**src/rtl/riscv_pipe_pkg.sv**
```systemverilog
// Shared types for the 5-stage pipeline controller: forwarding select
// encoding, shadow scoreboard entry and the hazard-match helper.
package riscv_pipe_pkg;

    // Scoreboard register fields are stored at a fixed width wide enough for
    // any REG_ADDR_W the core uses; the top zero-extends its indices.
    localparam int PIPE_RW = 8;

    typedef enum logic [1:0] {
        FWD_RF  = 2'd0,
        FWD_MEM = 2'd1,
        FWD_WB  = 2'd2
    } fwd_sel_e;

    typedef struct packed {
        logic               valid;
        logic [PIPE_RW-1:0] rd;
        logic [PIPE_RW-1:0] rs1;
        logic [PIPE_RW-1:0] rs2;
        logic               use1;
        logic               use2;
        logic               reg_write;
        logic               mem_read;
        logic               mem_op;
    } pipe_entry_t;

    localparam pipe_entry_t PIPE_NOP = '0;

    // A producer entry hits a consumer source when it really writes a
    // non-zero rd equal to a source the consumer actually reads.
    function automatic logic reg_hit(pipe_entry_t e, logic [PIPE_RW-1:0] r, logic used);
        return used && e.valid && e.reg_write && (e.rd != '0) && (e.rd == r);
    endfunction

endpackage

```
**src/rtl/riscv_mem_wait_ctr.sv**
```systemverilog
// Data-memory wait-state counter: holds the pipeline for MEM_LAT-1 cycles
// while a load/store occupies MEM, then lets it leave on the following cycle.
module riscv_mem_wait_ctr #(
    parameter int MEM_LAT = 1
) (
    input  logic clk,
    input  logic reset,
    input  logic mem_busy,
    output logic freeze_mem
);

    localparam int         LAST_I = (MEM_LAT > 1) ? (MEM_LAT - 2) : 0;
    localparam logic [3:0] LAST   = 4'(LAST_I);

    logic [3:0] cnt_q, cnt_d;
    logic       done_q, done_d;

    // done_q marks that the current MEM op has served its wait states, so the
    // next cycle is its release cycle and the pipeline may advance.
    always_comb begin
        freeze_mem = (MEM_LAT > 1) && !reset && mem_busy && !done_q;
        cnt_d      = cnt_q;
        done_d     = done_q;
        if (freeze_mem) begin
            if (cnt_q == LAST) begin
                cnt_d  = '0;
                done_d = 1'b1;
            end else begin
                cnt_d  = cnt_q + 4'd1;
            end
        end else begin
            done_d = 1'b0;
        end
    end

    // Counter state register.
    always_ff @(posedge clk) begin
        if (reset) begin
            cnt_q  <= '0;
            done_q <= 1'b0;
        end else begin
            cnt_q  <= cnt_d;
            done_q <= done_d;
        end
    end

endmodule

```
**src/rtl/riscv_pipe_ctrl.sv**
```systemverilog
// Hazard / pipeline controller for the 5-stage RISC-V core. Tracks a shadow
// copy of EX/MEM/WB destination info and drives stall, flush, freeze and
// forwarding selects for the datapath.
module riscv_pipe_ctrl
    import riscv_pipe_pkg::*;
#(
    parameter int REG_ADDR_W = 5,
    parameter int MEM_LAT    = 1,
    parameter int FWD_EN     = 1,
    parameter int CNT_W      = 16
) (
    input  logic                  clk,
    input  logic                  reset,
    input  logic                  id_valid,
    input  logic [REG_ADDR_W-1:0] id_rs1,
    input  logic [REG_ADDR_W-1:0] id_rs2,
    input  logic                  id_use_rs1,
    input  logic                  id_use_rs2,
    input  logic [REG_ADDR_W-1:0] id_rd,
    input  logic                  id_reg_write,
    input  logic                  id_mem_read,
    input  logic                  id_mem_write,
    input  logic                  ex_branch_taken,
    output logic                  stall_fetch,
    output logic                  flush_if_id,
    output logic                  bubble_id_ex,
    output logic                  freeze_mem,
    output logic [1:0]            fwd_a_sel,
    output logic [1:0]            fwd_b_sel,
    output logic [CNT_W-1:0]      stall_cycles
);

    localparam logic [CNT_W-1:0] CNT_MAX = '1;

    pipe_entry_t ex_q, ex_d, mem_q, mem_d, wb_q, wb_d, id_e;
    logic [CNT_W-1:0] stall_cycles_q, stall_cycles_d;
    logic hazard;
    fwd_sel_e fwd_a, fwd_b;

    riscv_mem_wait_ctr #(.MEM_LAT(MEM_LAT)) u_wait (
        .clk        (clk),
        .reset      (reset),
        .mem_busy   (mem_q.valid && mem_q.mem_op),
        .freeze_mem (freeze_mem)
    );

    // Pack the ID instruction into a scoreboard entry.
    always_comb begin
        id_e           = PIPE_NOP;
        id_e.valid     = id_valid;
        id_e.rd        = PIPE_RW'(id_rd);
        id_e.rs1       = PIPE_RW'(id_rs1);
        id_e.rs2       = PIPE_RW'(id_rs2);
        id_e.use1      = id_use_rs1;
        id_e.use2      = id_use_rs2;
        id_e.reg_write = id_reg_write;
        id_e.mem_read  = id_mem_read;
        id_e.mem_op    = id_mem_read || id_mem_write;
    end

    // Data-hazard detect: with forwarding only a load in EX must stall; without
    // it any in-flight producer of a used source interlocks.
    always_comb begin
        hazard = 1'b0;
        if (FWD_EN != 0) begin
            hazard = ex_q.mem_read &&
                     (reg_hit(ex_q, id_e.rs1, id_use_rs1) || reg_hit(ex_q, id_e.rs2, id_use_rs2));
        end else begin
            hazard = reg_hit(ex_q,  id_e.rs1, id_use_rs1) || reg_hit(ex_q,  id_e.rs2, id_use_rs2) ||
                     reg_hit(mem_q, id_e.rs1, id_use_rs1) || reg_hit(mem_q, id_e.rs2, id_use_rs2) ||
                     reg_hit(wb_q,  id_e.rs1, id_use_rs1) || reg_hit(wb_q,  id_e.rs2, id_use_rs2);
        end
        hazard = hazard && id_valid;
    end

    // Stall/flush with priority reset > freeze > branch flush > data stall.
    always_comb begin
        flush_if_id  = !reset && !freeze_mem && ex_branch_taken;
        stall_fetch  = !reset && !freeze_mem && !flush_if_id && hazard;
        bubble_id_ex = flush_if_id || stall_fetch;
    end

    // Forwarding decode from registered state only; MEM beats WB.
    always_comb begin
        fwd_a = FWD_RF;
        fwd_b = FWD_RF;
        if (FWD_EN != 0 && !reset) begin
            if (reg_hit(mem_q, ex_q.rs1, ex_q.valid && ex_q.use1))     fwd_a = FWD_MEM;
            else if (reg_hit(wb_q, ex_q.rs1, ex_q.valid && ex_q.use1)) fwd_a = FWD_WB;
            if (reg_hit(mem_q, ex_q.rs2, ex_q.valid && ex_q.use2))     fwd_b = FWD_MEM;
            else if (reg_hit(wb_q, ex_q.rs2, ex_q.valid && ex_q.use2)) fwd_b = FWD_WB;
        end
        fwd_a_sel = fwd_a;
        fwd_b_sel = fwd_b;
    end

    // Shadow pipeline advance and saturating stall counter next state.
    always_comb begin
        ex_d           = ex_q;
        mem_d          = mem_q;
        wb_d           = PIPE_NOP;
        stall_cycles_d = stall_cycles_q;
        if (!freeze_mem) begin
            wb_d  = mem_q;
            mem_d = ex_q;
            ex_d  = bubble_id_ex ? PIPE_NOP : id_e;
        end
        if ((stall_fetch || freeze_mem) && stall_cycles_q != CNT_MAX)
            stall_cycles_d = stall_cycles_q + 1'b1;
    end

    // State registers.
    always_ff @(posedge clk) begin
        if (reset) begin
            ex_q           <= PIPE_NOP;
            mem_q          <= PIPE_NOP;
            wb_q           <= PIPE_NOP;
            stall_cycles_q <= '0;
        end else begin
            ex_q           <= ex_d;
            mem_q          <= mem_d;
            wb_q           <= wb_d;
            stall_cycles_q <= stall_cycles_d;
        end
    end

    assign stall_cycles = stall_cycles_q;

endmodule

```
**config.mk**
```make
export PLATFORM = sky130hd
export DESIGN_NAME = riscv_pipe_ctrl
export DESIGN_NICKNAME = d
export VERILOG_FILES = /design/src/rtl/riscv_pipe_pkg.sv /design/src/rtl/riscv_mem_wait_ctr.sv /design/src/rtl/riscv_pipe_ctrl.sv
export SDC_FILE = /design/constraint.sdc
export NUM_CORES = 1
export LEC_CHECK = 0
export ABC_AREA = 1
export BUFFER_PORTS_ARGS = -buffer_cell sky130_fd_sc_hd__buf_4
export CAP_MARGIN = 20
export CORE_MARGIN = 2
export CORE_UTILIZATION = 50
export DETAILED_ROUTE_END_ITERATION = 8
export PLACE_DENSITY = 0.73
export SYNTH_ARGS = -nofsm -noshare
export SYNTH_HDL_FRONTEND = slang
export SYNTH_HIERARCHICAL = 1
export SYNTH_SLANG_ARGS = --single-unit
```
**constraint.sdc**
```tcl
create_clock -name clk -period 2.5 [get_ports clk]
set_input_delay 0.125 -clock clk [delete_from_list [all_inputs] [get_ports clk]]
set_output_delay 0.125 -clock clk [all_outputs]
set_load 0.02 [all_outputs]
```
Word-level counts from Yosys, hierarchy flattened. Index checks and enable logic that the tools add are counted.

Equality and inequality tests: 7. Muxes and demuxes: 6. Reduce and logical (&&, ||, !) cells: 40. Add/subtract/negate cells: 1.

Operators with widths (number): $eq 8x8->1 (4); $logic_and 1x1->1 (32); $reduce_bool 8->1 (3); $add 16x1->16 const B (1); $eq 8x5->1 (2); $ne 16x16->1 const B (1); $mux 2 (6); $logic_not 1->1 (2); $logic_or 1x1->1 (2); $reduce_or 2->1 (1).

Output and inout bits: 24. Bits in registers: 65.

Depth between registers and ports, before layout. Gate-level depths: netlist of the first run.

Depth after elaboration: 10. Mapped depth: 12. Gate-level depth less buffers: 12.

Hierarchy. The synthesis of the first run kept the hierarchy.

By module, submodules not included: riscv_pipe_ctrl (cells an instance 404, sequential area each 1041.0 sq um, instances 1, area each 2688.8 sq um); riscv_mem_wait_ctr (cells an instance 2, sequential area each 0.0 sq um, instances 1, area each 11.3 sq um).

Least setup slack after synthesis of the first run. No wires, ideal clock.

Path kind: flip-flop to flip-flop. From: reg stall_cycles_q[0], in the netlist stall_cycles[0]. To: reg stall_cycles_q[8], in the netlist stall_cycles[8]. Buffers on the path: 0. Period minus slack after synthesis: 1677 ps. Required time: 2385 ps. Path slack: 823 ps. Cell stages (with the launch flop): 11. Arrival: 1562 ps. Cell sequence: dfxtp_1 -> ha_1 -> nand2_2 -> nor3_4 -> nand3_2 -> nor2_4 -> inv_2 -> nand2_1 -> inv_1 -> a21oi_1 -> nor2_1.

Longest elaborated chain between the ends: 2.

Ends and longest elaborated chain: start: declaration (line riscv_pipe_ctrl.sv:36) `logic [CNT_W-1:0] stall_cycles_q, stall_cycles_d;`; start signal: assignment (line riscv_pipe_ctrl.sv:123) `stall_cycles_q <= stall_cycles_d;`; parallel branches: the longest is 2 deep, another holds $add 16x1->16.

Several ways; the timed one is not identified. A chain may end at the register's enable or synchronous reset.

Worst setup path after layout of the first run.
From: reg ex_q[29] (netlist bit). To: out bubble_id_ex.

Longest elaborated chain between the ends: 9.

Ends and longest elaborated chain: start: declaration (line riscv_pipe_ctrl.sv:35) `pipe_entry_t ex_q, ex_d, mem_q, mem_d, wb_q, wb_d, id_e;`; start signal: assignment (line riscv_pipe_ctrl.sv:115) `ex_q <= PIPE_NOP;`; start signal: assignment (line riscv_pipe_ctrl.sv:120) `ex_q <= ex_d;`; $logic_and 1x1->1 (4 in a row); $logic_or 1x1->1 (*); $logic_and 1x1->1 (*) (line riscv_pipe_ctrl.sv:66) `hazard = ex_q.mem_read &&`; $logic_and 1x1->1 (*) (line riscv_pipe_ctrl.sv:73) `hazard = hazard && id_valid;`; $logic_and 1x1->1 (*) (line riscv_pipe_ctrl.sv:79) `stall_fetch = !reset && !freeze_mem && !flush_if_id && hazard;`; $logic_or 1x1->1 (*) (line riscv_pipe_ctrl.sv:80) `bubble_id_ex = flush_if_id || stall_fetch;`; end: declaration (line riscv_pipe_ctrl.sv:26) `output logic bubble_id_ex,`.

Mark *: on every way between the ends. The rest lies on a longest branch, timed or not.

==> results of run 1 <==
-- per-layer routing --
metal | global-route usage | up-vias
met5 | 0 | -
met3 | 0.0415 | 9
met2 | 0.395 | 62
met4 | 0.0636 | 0
li1 | - | 1362
met1 | 0.258 | 1178
-- sequential cells by signal, indices dropped and copies added, names as in the netlist --
register / count
stall_cycles: 16
ex_q: 20
wb_q: 7
mem_q: 7
-- cell usage in the layout, fill, tap and decap left out, types with 3 or more instances in the layout --
cell        n
nand2_1   112
dfxtp_1    50
inv_1      47
nor2_1     47
buf_4      46
nand3_1    29
a21oi_1    17
o21ai_0    15
o22ai_1    15
xor2_1      8
inv_2       7
nand4_1     6
clkbuf_8    5
nor3_1      4
nor4_1      4
xnor2_1     4
nor2_4      3
-- worst min-delay path, stage by stage --
cell and delay (ps):
buf_4 80, nand2_1 40, o21ai_0 50
-- cell type report --
type,count,share of cell area
tap,70,0.0284
sequential,50,0.324
multi-input combinational,283,0.443
clock buffer,6,0.0235
inverter,55,0.0669
clock inverter,1,0.00243
timing repair buffer,46,0.112
-- path summary, 6_finish.rpt --
| path | startpoint | to | slack, ps | cells after the start |
|---|---|---|---|---|
| worst max-delay path | ex_q[29] | bubble_id_ex | 450 | 7 |
| worst max register to register | ex_q[29] | stall_cycles[7] | 700 | 10 |
| worst min-delay path | id_rd[1] | ex_q[22] | 30 | 3 |
| worst min register to register | mem_q[2] | wb_q[2] | 460 | 2 |
-- report_power, final --
part           internal (mW)  total (mW)  leakage (nW)  switching [mW]
Sequential             0.823       0.852         0.407          0.0287
Combinational         0.0792       0.193         0.987           0.114
Clock                  0.193       0.451        0.0373           0.259
Total                   1.09        1.50          1.43           0.401
==> results.sh, run 1 <==
export IMPL_drc_errors=0
export IMPL_netlist_instances=398
export IMPL_finalCriticalPeriod_ps=2050
export IMPL_grt_pass1_vias=2353
export IMPL_ant_nets=0
export IMPL_dpl_cell_count=504
export IMPL_hold_violations=0
export IMPL_drt_iter0_markers=118
export IMPL_die_x_um=76.5
export IMPL_grt_overflow_total=0
export IMPL_setup_viol_count_final=0
export IMPL_area_growth_pct=17.3
export IMPL_wl_met1_um=2740
export IMPL_crit_buf_inv=1
export IMPL_max_freq_mhz=487
export IMPL_cts_root_buf="clkbuf_8"
export IMPL_cts_tree="yes"
export IMPL_num_rows=26
export IMPL_synth_avg_cell_area_um2=6.61
export IMPL_pre_cts_ws_ps=663
export IMPL_antenna_found_initial=0
export IMPL_route_final_wire_length_um=6170
export IMPL_cts_setup_buffers=0
export IMPL_clk_latency_ps=300
export IMPL_dpl_cell_area_um2=3010
export IMPL_gp_congestion=0.924
export IMPL_crit_fanout=14
export IMPL_io_buffers=45
export IMPL_slowest_stage="dfxtp_1"
export IMPL_grt_max_degree=32
export IMPL_die_y_um=76.5
export IMPL_leakage_nw=1.43
export IMPL_top_layer="met4"
export IMPL_wl_met2_um=3120
export IMPL_n_antenna_cell=0
export IMPL_postLayoutCellArea_um2=3090
export IMPL_vias_per_cell=5.11
export IMPL_worstSetupPathType="flop to output pin"
export IMPL_grt_util_all_layers=0.217
export IMPL_maxCapViolCount=0
export IMPL_num_vias=2611
export IMPL_setup_worst_path_end_class="output pin"
export IMPL_htreeDepth=2
export IMPL_wl_met3_um=204
export IMPL_worst_slack_ps=445
export IMPL_cts_hold_buf=0
export IMPL_slew_violations=0
export IMPL_io_pins=48
export IMPL_crit_path_cell_trace="nand3_1 -> nor2_1 -> nand3_1 -> nand2_1 -> nand2_1 -> nand2_1 -> buf_4"
export IMPL_post_layout_nonfiller_instances=511
export IMPL_grt_setup_unrepaired="no"
export IMPL_hpwl_um=4690
export IMPL_fin_crit_sh=0.822
export IMPL_arrival_ps=1930
export IMPL_fin_util=0.604
export IMPL_ys_warn_count=6
export IMPL_dieArea_um2=5860
export IMPL_cp_common_cell="nand2_1"
export IMPL_wire_per_inst_um=12.1
export IMPL_regArea_um2=1000
export IMPL_start_util=0.515
export IMPL_ir_worst_vdd_uv=458
export IMPL_worstMarginPinSlew_ps=673
export IMPL_multi_input_area_um2=1370
export IMPL_clk_path_buf_depth=2
export IMPL_synth_nets=423
export IMPL_final_setup_tns_ps=0
export IMPL_grt_pass1_wl_um=10400
export IMPL_powerDensity_nw_per_um2=485
export IMPL_synthesis_area_um2=2630
export IMPL_clock_sink_count=50
export IMPL_drive_gt1_frac=0.154
export IMPL_min_path_type="input port to flop"
export IMPL_holdWs_ps=28.7
export IMPL_drt_pass1_iterations=4
export IMPL_p_total_mw=1.50
export IMPL_critical_path_top_delay_family="simple AND/OR/NAND/NOR gates"
export IMPL_fin_nets=466
export IMPL_cts_resized_gates=0
export IMPL_core_um2=5110
export IMPL_numCtsBuffers=5
export IMPL_status="finished clean"
export IMPL_cts_clk_slew_worst_paths_ps=90
export IMPL_fill_cells=521
export IMPL_critical_path_required_ps=2380
export IMPL_critPathMaxStageDelay_ps=470
export IMPL_relSlewSlack=0.550
export IMPL_finalClockSkew_ps=6.17
export IMPL_startpoint_type="flop"
Note: power is estimated with default switching activity, not from simulation.
==> run 2, diff against run 1 <==
- PLACE_DENSITY: 0.73 -> 0.75
- clock period: 2.5 -> 1.6 ns (I/O delays scaled with it)
==> run 2 against run 1 <==
  * The flow now finishes with violations (setup timing)
  * Non-clock buffer count grew 36
  * Clock skew grew 2.9 ps
  * Clock power grew 73%
  * Count of clock-buffer cells in the layout grew 1
  * Sequential power grew 57%
  * Largest cell class unchanged
  * Largest power group unchanged
==> results.sh, run 2 (synthesized netlist as in run 1, its figures left out) <==
export IMPL_status="finished, violations left"
export IMPL_violations="setup timing"
export IMPL_wire_per_inst_um=13.8
export IMPL_switching_share=0.280
export IMPL_p_total_mw=2.57
export IMPL_min_path_type="input port to flop"
export IMPL_critPathMaxStageDelay_ps=340
export IMPL_grt_util_all_layers=0.239
export IMPL_ir_worst_vdd_uv=432
export IMPL_cts_clk_slew_worst_paths_ps=100
export IMPL_fin_nets=502
export IMPL_vias_per_cell=5.25
export IMPL_drc_errors=0
export IMPL_die_y_um=76.5
export IMPL_worstMarginPinSlew_ps=655
export IMPL_clk_path_buf_depth=2
export IMPL_comb_power_share=0.176
export IMPL_slowest_stage="dfxtp_2"
export IMPL_area_growth_pct=44.1
export IMPL_switching_power_uw=719
export IMPL_io_pins=48
export IMPL_powerDensity_nw_per_um2=676
export IMPL_maxCapViolCount=0
export IMPL_slew_violations=0
export IMPL_num_vias=2877
export IMPL_grt_setup_unrepaired="yes"
export IMPL_core_um2=5110
export IMPL_critical_path_required_ps=1520
export IMPL_n_antenna_cell=0
export IMPL_top_register="ex_q"
export IMPL_setup_viol_count_final=7
export IMPL_route_final_wire_length_um=7560
export IMPL_antenna_found_initial=0
export IMPL_cts_tree="yes"
export IMPL_num_rows=26
export IMPL_cp_common_cell="nand2_1"
export IMPL_max_freq_mhz=583
export IMPL_power_share_clock=0.303
export IMPL_p_int_mw=1.85
export IMPL_leakage_nw=1.70
export IMPL_relSlewSlack=0.562
export IMPL_final_cell_mix="nand2_1 (93), buf_4 (65), nor2_1 (42)"
export IMPL_fin_crit_sh=1.07
export IMPL_ant_nets=0
export IMPL_p_seq_frac=0.521
export IMPL_io_buffers=45
export IMPL_grt_overflow_total=0
export IMPL_worst_slack_ps=-116
export IMPL_die_x_um=76.5
export IMPL_finalClockSkew_ps=9.03
export IMPL_htreeDepth=2
export IMPL_drt_iter0_markers=142
export IMPL_crit_fanout=3
export IMPL_setup_worst_path_end_class="output pin"
export IMPL_numCtsBuffers=5
export IMPL_drive_gt1_frac=0.383
export IMPL_drt_pass1_iterations=4
export IMPL_largest_reg_flops=20
export IMPL_cts_root_buf="clkbuf_8"
export IMPL_worstSetupPathType="flop to output pin"
export IMPL_finalCriticalPeriod_ps=1720
export IMPL_hold_violations=0
export IMPL_dieArea_um2=5860
export IMPL_grt_pass1_wl_um=11500
export IMPL_arrival_ps=1640
export IMPL_hpwl_um=4760
export IMPL_start_util=0.515
export IMPL_gp_congestion=0.921
export IMPL_crit_path_cell_trace="buf_6 -> nand2_1 -> nand2_1 -> nor2_1 -> nand3_1 -> nand2_1 -> nand2_2 -> nand2_4 -> buf_12 -> buf_8"
export IMPL_grt_max_degree=32
export IMPL_clk_latency_ps=310
export IMPL_final_setup_tns_ps=-365
export IMPL_clock_sink_count=50
export IMPL_layout_commonest_cell="nand2_1"
export IMPL_grt_pass1_vias=2602
export IMPL_startpoint_type="flop"
## run 2: cell count changes in the layout (fill, tap and decap cells not counted), sizes merged
| cell | before | now |
|---|---|---|
| clkinvlp | 1 | 0 |
| clkinv | 1 | 2 |
| clkbuf | 6 | 9 |
| dlygate4sd3 | 0 | 6 |
| buf | 46 | 74 |
## run 2: what timing repair did
| item | CTS | global route |
|---|---|---|
| endpoints found under the hold margin | 6 | 0 |
| hold buffers | 6 | 0 |
| endpoints found under the setup margin | 10 | 32 |
| pin swaps | 14 | 54 |
| gates resized for setup | 29 | 89 |
| gates cloned | 0 | 2 |
| setup buffers | 5 | 11 |
## run 2: per-layer routing
layer	part of all wire	track usage	vias to the layer above	wire length, um
met5	0	0	-	0
met4	0.016	0.0800	0	124
met3	0.037	0.0498	14	282
met2	0.54	0.429	81	4070
met1	0.41	0.281	1351	3080
li1	-	-	1431	-
## run 2: stage by stage
stage,utilization,hold WS [ps],cells,setup slack (ps),cell area (um^2)
3_3_place_gp,0.612,279,516,58.1,3120
2_1_floorplan,-,183,398,29.6,2630
5_1_grt,0.743,2.83,548,-192,3790
4_1_cts,0.664,14.0,535,-71.7,3390
3_5_place_dp,0.612,283,516,-7.87,3120
6_report,0.743,0.131,548,-116,3790
## run 2: path summary, 6_finish.rpt
kind                           to  cells past startpoint             from  slack (ps)
setup reg to reg  stall_cycles[1]                     10  stall_cycles[1]         -50
setup / recovery     bubble_id_ex                     10         ex_q[25]        -120
hold / removal           ex_q[14]                      3        id_rs1[1]         0.1
hold reg to reg           wb_q[2]                      2         mem_q[2]         470
## run 2: power groups by stage
stage	clock network, mW	logic, mW	registers (mW)
floorplan	0	0.196	1.35
global placement	0	0.316	1.35
detailed placement	0	0.321	1.35
CTS	0.783	0.359	1.33
global route	0.840	0.492	1.34
finish	0.778	0.451	1.34
## run 2: final cells by class
type | count | area, um^2
clock buffer | 7 | 86.3
clock inverter | 1 | 5.00
tap | 70 | 87.6
timing repair buffer | 82 | 721
fill | 405 | 1320
multi-input combinational | 283 | 1630
sequential | 50 | 1040
inverter | 55 | 221
## run 2: critical path: cells and delay by family (launching register included)
family | cells | cell delay (ps)
flip-flops | 1 | 340
buffers and inverters | 3 | 330
AND/OR/NAND/NOR | 7 | 660
==> run 3, diff against run 2 <==
- CORE_ASPECT_RATIO: unset -> 1.75
- CORE_UTILIZATION: 50 -> 45
- PLACE_DENSITY: 0.75 -> 0.69
==> run 3 against run 2 <==
  * Largest cell class unchanged
  * Routed wire length is 11% higher
  * The run still ends with setup timing left
  * Design area is 7.7% higher
  * Clock skew hardly changed
  * Critical path type unchanged
==> results.sh, run 3 (synthesized netlist as in run 1, its figures left out) <==
export IMPL_io_buffers=45
export IMPL_status="finished, violations left"
export IMPL_clk_latency_ps=310
export IMPL_n_antenna_cell=0
export IMPL_clk_path_buf_depth=2
export IMPL_ant_nets=0
export IMPL_num_rows=36
export IMPL_setup_viol_count_final=19
export IMPL_pre_cts_ws_ps=4.49
export IMPL_powerDensity_nw_per_um2=678
export IMPL_grt_setup_unrepaired="yes"
export IMPL_final_setup_tns_ps=-805
export IMPL_cp_common_cell="buf_6"
export IMPL_drive_gt1_frac=0.448
export IMPL_critical_path_required_ps=1520
export IMPL_largest_reg_flops=20
export IMPL_ir_worst_vdd_uv=475
export IMPL_antenna_found_initial=0
export IMPL_die_x_um=61.8
export IMPL_reg2reg_from="ex_q[29]"
export IMPL_num_vias=3061
export IMPL_min_to="ex_q[16]"
export IMPL_hpwl_um=5430
export IMPL_multi_input_area_um2=1750
export IMPL_hp_start="id_rs1[3]"
export IMPL_maxCapViolCount=0
export IMPL_post_layout_nonfiller_instances=571
export IMPL_hold_violations=0
export IMPL_drt_pass1_iterations=4
export IMPL_route_final_wire_length_um=8400
export IMPL_rr_endpoint="stall_cycles[7]"
export IMPL_layout_commonest_cell="nand2_1"
export IMPL_area_growth_pct=55.2
export IMPL_dpl_cell_count=531
export IMPL_drc_errors=0
export IMPL_slowest_stage="dfxtp_2"
export IMPL_whs_path_depth=3
export IMPL_finalCriticalPeriod_ps=1700
export IMPL_arrival_ps=1620
export IMPL_cts_tree="yes"
export IMPL_critPathMaxStageDelay_ps=370
export IMPL_grt_util_all_layers=0.234
export IMPL_finalClockSkew_ps=8.58
export IMPL_clock_sink_count=50
export IMPL_holdWs_ps=16.4
export IMPL_htreeDepth=2
export IMPL_start_util=0.467
export IMPL_relSlewSlack=0.516
export IMPL_worstMarginPinSlew_ps=724
export IMPL_top_register="ex_q"
export IMPL_final_cell_mix="nand2_1 (83), buf_4 (76), nor2_1 (40)"
export IMPL_leakage_nw=1.81
export IMPL_gp_congestion=0.911
export IMPL_regArea_um2=1040
export IMPL_min_path_type="input port to flop"
export IMPL_worstSetupPathType="flop to output pin"
export IMPL_fin_crit_sh=1.06
export IMPL_cts_root_buf="clkbuf_8"
export IMPL_drt_iter0_markers=136
export IMPL_slew_violations=0
export IMPL_crit_path_cell_trace="buf_6 -> nand3_1 -> nor2_1 -> nand3_1 -> nand2_1 -> nand2_2 -> nand2_2 -> buf_6 -> buf_6"
export IMPL_setup_worst_path_end_class="output pin"
export IMPL_p_total_mw=2.77
export IMPL_max_freq_mhz=588
export IMPL_core_um2=5630
export IMPL_cts_clk_slew_worst_paths_ps=100
export IMPL_fin_nets=519
export IMPL_grt_pass1_wl_um=11500
export IMPL_wire_per_inst_um=14.7
export IMPL_vias_per_cell=5.36
export IMPL_startpoint_type="flop"
export IMPL_grt_max_degree=23
export IMPL_grt_pass1_vias=2692
export IMPL_die_y_um=105
export IMPL_dieArea_um2=6500
export IMPL_reg2reg_slack_ps=-70
export IMPL_violations="setup timing"
export IMPL_numCtsBuffers=5
export IMPL_io_pins=48
export IMPL_crit_fanout=3
export IMPL_grt_overflow_total=0
export IMPL_reg2reg_depth=13
export IMPL_worst_slack_ps=-99.9
export IMPL_fill_cells=428
-- run 3: cell count changes in the layout (fill, tap and decap cells not counted), sizes merged --
cell,delta
buf,+16
bufinv,+1
clkbuf,-2
clkinv,-1
clkinvlp,+2
dlygate4sd3,+1
-- run 3: metal layers --
metal / global-route usage / up-vias / part of all wire
li1: - / 1473 / -
met1: 0.224 / 1433 / 0.33
met2: 0.442 / 115 / 0.58
met5: 0 / - / 0
met4: 0.126 / 0 / 0.059
met3: 0.0248 / 40 / 0.032
-- run 3: area by class of cell --
| type | instances | area share |
|---|---|---|
| multi-input cells | 283 | 0.429 |
| flip-flops and latches | 50 | 0.255 |
| repair buffers | 99 | 0.210 |
| inverters | 55 | 0.0555 |
| well taps | 76 | 0.0233 |
| clock buffers | 5 | 0.0169 |
| clock inverters | 3 | 0.0110 |
-- run 3: what timing repair did --
item	4_1_cts	5_1_grt
hold buffers	7	0
gates resized for setup	48	105
gates cloned	0	3
pin swaps	17	45
buffers inserted	11	11
hold endpoints to repair	7	0
endpoints found under the setup margin	9	35
-- run 3: stage by stage --
step	area, um^2	utilization
global placement	3190	0.566
CTS	3580	0.636
detailed placement	3190	0.566
global route	4080	0.725
finish	4080	0.725
floorplan	2630	-
-- run 3: worst max path at each step --
stage | startpoint | end | slack (ps) | cells after the start
after global placement | stall_cycles[0] | stall_cycles[13] | 20 | 8
after detailed placement | stall_cycles[0] | stall_cycles[9] | 4 | 10
after floorplan | stall_cycles[0] | stall_cycles[8] | 30 | 10
final | ex_q[29] | bubble_id_ex | -100 | 9
after CTS | ex_q[8] | fwd_b_sel[1] | -80 | 5
after global routing | mem_q[25] | fwd_b_sel[0] | -210 | 8
-- run 3: critical path, delay by kind of cell (launching register included) --
| family | cells | cell delay, ps |
|---|---|---|
| buffers and inverters | 3 | 350 |
| AND/OR/NAND/NOR | 6 | 590 |
| flip-flops | 1 | 370 |
-- run 3: power breakdown --
part           total, mW  switching, mW  internal (mW)
clock network      0.916          0.451          0.465
registers           1.34         0.0514           1.29
logic              0.513          0.272          0.241
total               2.77          0.774           1.99
